[src/rtl/serv_timer.sv]
// RISC-V machine timer: 64-bit mtime/mtimecmp on a Wishbone classic slave, level irq while mtime >= mtimecmp.
// Ack and read data 1 cycle after accept; one idle cycle between accepted transactions.
module serv_timer #(
    parameter int DIV = 1
) (
    input  logic        clk,
    input  logic        i_rst_n,
    input  logic [1:0]  i_wb_adr,
    input  logic [31:0] i_wb_dat,
    input  logic [3:0]  i_wb_sel,
    input  logic        i_wb_we,
    input  logic        i_wb_cyc,
    output logic [31:0] o_wb_rdt,
    output logic        o_wb_ack,
    output logic        o_timer_irq
);

    localparam logic [15:0] TICK_AT = 16'(DIV - 1);

    localparam logic [1:0] ADR_MTIME_LO = 2'd0;
    localparam logic [1:0] ADR_MTIME_HI = 2'd1;
    localparam logic [1:0] ADR_CMP_LO   = 2'd2;
    localparam logic [1:0] ADR_CMP_HI   = 2'd3;

    logic [15:0] prescaler;
    logic        tick;
    logic [63:0] mtime;
    logic [63:0] mtimecmp;
    logic [31:0] shadow_hi;

    logic        accept;
    logic        wr;
    logic        rd;
    logic        wr_mtime_lo;
    logic        wr_mtime_hi;
    logic        wr_cmp_lo;
    logic        wr_cmp_hi;

    function automatic logic [31:0] merge_bytes(input logic [31:0] old_word,
                                                input logic [31:0] new_word,
                                                input logic [3:0]  lanes);
        logic [31:0] result;
        result = old_word;
        for (int i = 0; i < 4; i++) begin
            if (lanes[i]) begin
                result[8*i +: 8] = new_word[8*i +: 8];
            end
        end
        return result;
    endfunction

    assign tick   = (prescaler == TICK_AT);
    // A new request is only taken once the previous ack has retired.
    assign accept = i_wb_cyc && !o_wb_ack;
    assign wr     = accept && i_wb_we;
    assign rd     = accept && !i_wb_we;

    assign wr_mtime_lo = wr && (i_wb_adr == ADR_MTIME_LO);
    assign wr_mtime_hi = wr && (i_wb_adr == ADR_MTIME_HI);
    assign wr_cmp_lo   = wr && (i_wb_adr == ADR_CMP_LO);
    assign wr_cmp_hi   = wr && (i_wb_adr == ADR_CMP_HI);

    always_ff @(posedge clk or negedge i_rst_n) begin
        if (!i_rst_n) begin
            prescaler <= '0;
        end else if (tick) begin
            prescaler <= '0;
        end else begin
            prescaler <= prescaler + 16'd1;
        end
    end

    // A software write to either half takes priority over the tick increment.
    always_ff @(posedge clk or negedge i_rst_n) begin
        if (!i_rst_n) begin
            mtime <= '0;
        end else if (wr_mtime_lo) begin
            mtime[31:0] <= merge_bytes(mtime[31:0], i_wb_dat, i_wb_sel);
        end else if (wr_mtime_hi) begin
            mtime[63:32] <= merge_bytes(mtime[63:32], i_wb_dat, i_wb_sel);
        end else if (tick) begin
            mtime <= mtime + 64'd1;
        end
    end

    always_ff @(posedge clk or negedge i_rst_n) begin
        if (!i_rst_n) begin
            mtimecmp <= '1;
        end else if (wr_cmp_lo) begin
            mtimecmp[31:0] <= merge_bytes(mtimecmp[31:0], i_wb_dat, i_wb_sel);
        end else if (wr_cmp_hi) begin
            mtimecmp[63:32] <= merge_bytes(mtimecmp[63:32], i_wb_dat, i_wb_sel);
        end
    end

    // Reading the low word snapshots the high word so a lo-then-hi read is coherent.
    always_ff @(posedge clk or negedge i_rst_n) begin
        if (!i_rst_n) begin
            o_wb_rdt  <= '0;
            shadow_hi <= '0;
        end else if (rd) begin
            unique case (i_wb_adr)
                ADR_MTIME_LO: begin
                    o_wb_rdt  <= mtime[31:0];
                    shadow_hi <= mtime[63:32];
                end
                ADR_MTIME_HI: o_wb_rdt <= shadow_hi;
                ADR_CMP_LO:   o_wb_rdt <= mtimecmp[31:0];
                ADR_CMP_HI:   o_wb_rdt <= mtimecmp[63:32];
                default:      o_wb_rdt <= o_wb_rdt;
            endcase
        end
    end

    always_ff @(posedge clk or negedge i_rst_n) begin
        if (!i_rst_n) begin
            o_wb_ack    <= 1'b0;
            o_timer_irq <= 1'b0;
        end else begin
            o_wb_ack    <= accept;
            o_timer_irq <= (mtime >= mtimecmp);
        end
    end

endmodule

[config.mk]
export PLATFORM = sky130hd
export DESIGN_NAME = serv_timer
export DESIGN_NICKNAME = d
export VERILOG_FILES = /design/src/rtl/serv_timer.sv
export SDC_FILE = /design/constraint.sdc
export NUM_CORES = 1
export LEC_CHECK = 0
export ABC_CLOCK_PERIOD_IN_PS = 2900
export CAP_MARGIN = 20
export CORE_ASPECT_RATIO = 0.6
export CORE_MARGIN = 1.5
export CORE_UTILIZATION = 30
export DETAILED_ROUTE_END_ITERATION = 8
export DONT_BUFFER_PORTS = 1
export PLACE_DENSITY_LB_ADDON = 0.08
export SKIP_LAST_GASP = 1
export SLEW_MARGIN = 30
export SYNTH_ARGS = -nofsm -noshare
export SYNTH_HDL_FRONTEND = slang
export SYNTH_SLANG_ARGS = --single-unit
[constraint.sdc]
create_clock -name clk -period 2.9 [get_ports clk]
set_input_delay 0.435 -clock clk [delete_from_list [all_inputs] [get_ports clk]]
set_output_delay 0.435 -clock clk [all_outputs]
set_load 0.01 [all_outputs]
### Word-level counts from Yosys, hierarchy flattened

Cells that the tools add are included.
W data, S select, Z words.

* bits in registers: 210
* word-level logic and storage cells: 78

* add/subtract/negate cells: 2
* $lt $le $gt $ge: 1
* eq/ne operators: 12
* multiplexer cells: 10
* bitwise logic cells: 2
* reduce and logical (&&, ||, !) cells: 30

Operators by type and width (count)
* $pmux W32 S4: 1
* $mux W32: 3
* $add A64 B1 Y64 const B: 1
* $ge A64 B64 Y1: 1
* $mux W64: 1
* $reduce_and A3 Y1: 12
* $mux W8: 4
* $ne A2 B2 Y1 const B: 9
* $add A16 B1 Y16 const B: 1
* $logic_not A16 Y1: 1
* $mux W16: 1
* $reduce_and A2 Y1: 5
* $logic_and A1 B1 Y1: 7
* $eq A2 B2 Y1 const B: 2
* $reduce_bool A2 Y1: 2
* $eq A2 B1 Y1 const B: 1
* $logic_not A1 Y1: 2
* $logic_not A2 Y1: 1
* $not A1 Y1: 2

### Logic depth before layout (Yosys ltp)

* word-level depth: 6
* depth in mapped cells: 10
* mapped depth without buffers: 9

### Worst setup path after synthesis

No wires, ideal clock.

* kind: flip-flop to flip-flop
* start point: register mtimecmp[46]
* end point: register o_timer_irq
* library setup time: 0.139 ns
* data arrival time: 2.240 ns
* path slack: 0.522 ns
* stages on the path, launching flop included: 10
* cell sequence: dfstp_2 inv_1 ha_1 a21oi_1 nand2_1 a221o_1 a211o_1 nor4_1 a21oi_1 or4_1

* word-level cells in the longest chain between the ends: 1

RTL lines
* start, declared: RTL line 28 `logic [63:0] mtimecmp;`
* start signal, assigned: RTL line 92 `mtimecmp[63:32] <= merge_bytes(mtimecmp[63:32], i_wb_dat, i_wb_sel);`
* $ge A64 B64 Y1: RTL line 121 `o_timer_irq <= (mtime >= mtimecmp);`
* end signal, assigned: RTL line 121
* end, declared: RTL line 15 `output logic o_timer_irq`

Every way passes these cells.
A chain may end at the register's enable or synchronous reset.

### Worst setup path in the final report

* start point: register mtime[30]
* end point: register o_timer_irq

* word-level cells in the longest chain between the ends: 1

RTL lines
* start, declared: RTL line 27 `logic [63:0] mtime;`
* start signal, assigned: RTL line 78 `mtime[31:0] <= merge_bytes(mtime[31:0], i_wb_dat, i_wb_sel);`
* start signal, assigned: RTL line 82 `mtime <= mtime + 64'd1;`
* $ge A64 B64 Y1: RTL line 121

Every way passes these cells.

==> metrics <==
Cell Chain, Critical Path=buf_4 -> ha_1 -> nand4_1 -> nor3_1 -> nor3b_2 -> o41a_1 -> a31oi_1 -> a21oi_1 -> or4_1; failing checks=design-rule violations, negative hold slack; starting DRC count in detailed routing=793; Detailed Route WL=43,200 microns; Root Driver=clkbuf_16; mux cell area share after synthesis=0.134; Psw=3.73 mW; PD cells=779 nW/um^2; cell accounting for the most synthesized area=dfrtp_1; final clock skew=11.0 ps; vias in the first global route=9,453; XOR/XNOR share of the synthesized area=0.0102; largest cells by area after synthesis=dfrtp_1 30%, dfstp_2 14%, mux2_2 8.4%, ha_1 7.0%, a21oi_1 4.9%; Final HPWL DP=31,200 microns; reg2reg setup slack=170 ps; Slew @ Worst Pin=872 ps; Final #Nets=1,380; Reg power frac=0.436; count leader, synth=dfrtp_1; drt pass-1 iters=9; Antenna Nets Post-Route=0; clk sinks=210; TNS Setup=0 ps; Final Hold Vio Count=204; Clock Latency Late Sink=540 ps; Crit Reg-Reg Endpoint=o_timer_irq; Max Clk Rate=0.367 GHz; startpoint types=flop; Area Overhead vs Synth=17.8%; Post-CTS Setup Inserts=0; Post-CTS Hold Fix Bufs=26; worst hold slack=-402 ps; simple-gate share of the synthesized area=0.145; Site Rows=56; H-tree depth=1; Net Sw Frac=0.338; sequential element share of the synthesized area=0.443; cell internal pwr=7.31 mW; Period minus WS final=2730 ps; Post-Synth Adder-Cell Area=0.0697; TritonCTS clock tree=yes; delay-heaviest family, CP=simple AND/OR/NAND/NOR gates; combinational share of power=0.270; Finish-stage setup viols=0; Die ar.=41,400 sq um; Seq cells post-synth=210; ANT cells=0; IO Port Bufs=0; synthesized area per cell=10.0 sq um; Synth Flop Type=dfrtp_1; most instantiated cells after synthesis=146 x dfrtp_1, 120 x nand2_1, 119 x a21oi_1, 90 x mux2_2, 88 x o21ai_0; Starting Density=0.306; worst ir drop on vdd=0.370 mV; max_slew headroom=0.419; crit end category=flop; syn_nets=1,309; largest family of logic cells by synthesized area=compound AO/OA/AOI/OAI gates; cell with the largest stage delay on the worst path=nor3_1; DR vias=9,738; FILL cells=4,009; worst-case reg-to-reg path depth=9; share of the synthesized area in the top cell type=0.304; HP Class=input pin to async pin; Overflow after GRT=0; Pins Over Slew Limit=0; routability cong.=0.843; arrival time of the worst setup path=3210 ps; LEAKAGE=5.93 nW; Max stage delay on crit path=510 ps; clock slew at reported path FFs=70 ps; run status=finished with violations; Longest Clk Path Bufs=3; Clock Power Share=0.294; Post-synth EDFFs=0; max-cap viol count=0; Synth Area in Compound Gates=0.157; TritonCTS Buffers=24; initial antenna violation count=0; crit path buf inv count=1; share of cells above drive strength 1=0.247; Cell variety after synth=60; critical path fanouts, max=4; unrepaired setup endpoints after global routing=no; Mapped Area=12,000 sq um; CORE AREA=39,300 sq um; Final period util=0.940; detailed-route wire length per cell=23.9 microns; GRT Resource Usage Total=0.213; synthesized instance count=1,200; num ports=76; DRC errors left=6; Die Ht=158 microns; first-pass GRT wire length=64,900 microns; vias per cell=5.38; fin util=0.361; fraction of registers with async set/reset=1.00; DIE WIDTH=262 microns; synth warn=0; CP Class=flop to flop; R2R Path Start=mtime[30]; largest net degree at the start of global routing=211; worst endpoint required time=3380 ps
[final cells by class]
| class | count | area (sq um) | share of cell area |
|---|---|---|---|
| Inverter | 72 | 270 | 0.0191 |
| Clock inverter | 10 | 136 | 0.00962 |
| Clock buffer | 33 | 676 | 0.0477 |
| Timing Repair Buffer | 103 | 863 | 0.0609 |
| Tap cell | 522 | 653 | 0.0461 |
| Multi-Input combinational cell | 860 | 6240 | 0.440 |
| Sequential cell | 210 | 5340 | 0.376 |
[cells by family (layout without fill, tap and decap cells)]
kind of cell	after synthesis	count (layout)
multiplexers	117	117
AND/OR/NAND/NOR	345	345
AO/OA/AOI/OAI	317	317
flip-flops	210	210
adder cells (fa/ha/maj)	67	67
XOR/XNOR	14	14
buffers and inverters	130	218
[worst reg2reg max path: stages, from the launching register on]
cell	delay [ps]
dfrtp_1	420
buf_4	180
ha_1	320
nand4_1	210
nor3_1	510
nor3b_2	430
o41a_1	210
a31oi_1	80
a21oi_1	190
or4_1	120
[sequential cells by signal, summed over array words and instances, names as in the netlist]
signal       cells
prescaler       16
o_timer_irq      1
o_wb_rdt        32
shadow_hi       32
mtime           64
mtimecmp        64
o_wb_ack         1
[placed cells by master, fill, tap and decap left out, drive strengths merged, types with 26 or more instances in the layout]
| master | n |
|---|---|
| nand2 | 120 |
| nand4 | 34 |
| buf | 77 |
| dfstp | 64 |
| ha | 67 |
| dfrtp | 146 |
| dlygate4sd3 | 26 |
| nand3 | 43 |
| a21oi | 119 |
| mux4 | 26 |
| inv | 72 |
| clkbuf | 33 |
| nor2 | 63 |
| mux2 | 90 |
| o21ai | 89 |
[per-layer routing]
layer / global-route usage / wire length, microns / vias to the layer above
met5: 0 / 0 / -
met4: 0.0328 / 636 / 0
met3: 0.0421 / 2350 / 37
met2: 0.272 / 15900 / 224
met1: 0.358 / 24300 / 4896
li1: - / - / 4581
[worst max-delay path by stage]
stage	start	endpoint	slack, ps	depth (start not counted)
2_1_floorplan	mtimecmp[46]	o_timer_irq	520	9
3_3_place_gp	mtime[30]	o_timer_irq	-160	9
3_5_place_dp	mtime[30]	o_timer_irq	-150	9
4_1_cts	mtime[30]	o_timer_irq	120	9
5_1_grt	mtime[30]	o_timer_irq	20	9
6_report	mtime[30]	o_timer_irq	170	9
[power groups by stage]
stage	clock network (mW)	registers, mW	logic [mW]
3_3_place_gp	0	4.87	2.90
2_1_floorplan	0	4.58	2.01
5_1_grt	3.46	4.95	3.34
4_1_cts	3.34	4.83	2.98
3_5_place_dp	0	4.87	2.92
6_report	3.24	4.82	2.98
[stage by stage]
step                setup WS, ps  total power [mW]  cell area [sq um]  std cells
floorplan                    522              6.59              12000       1200
global placement            -162              7.77              13100       1741
detailed placement          -146              7.79              13100       1741
CTS                          120              11.1              14200       1810
global route                24.8              11.8              14200       1810
finish                       174              11.0              14200       1810
[timing repair]
item | 4_1_cts | 5_1_grt
setup endpoints to repair | 1 | 0
hold endpoints to repair | 236 | 210
gates resized for setup | 1 | 0
Note: power is estimated with default switching activity, not from simulation.
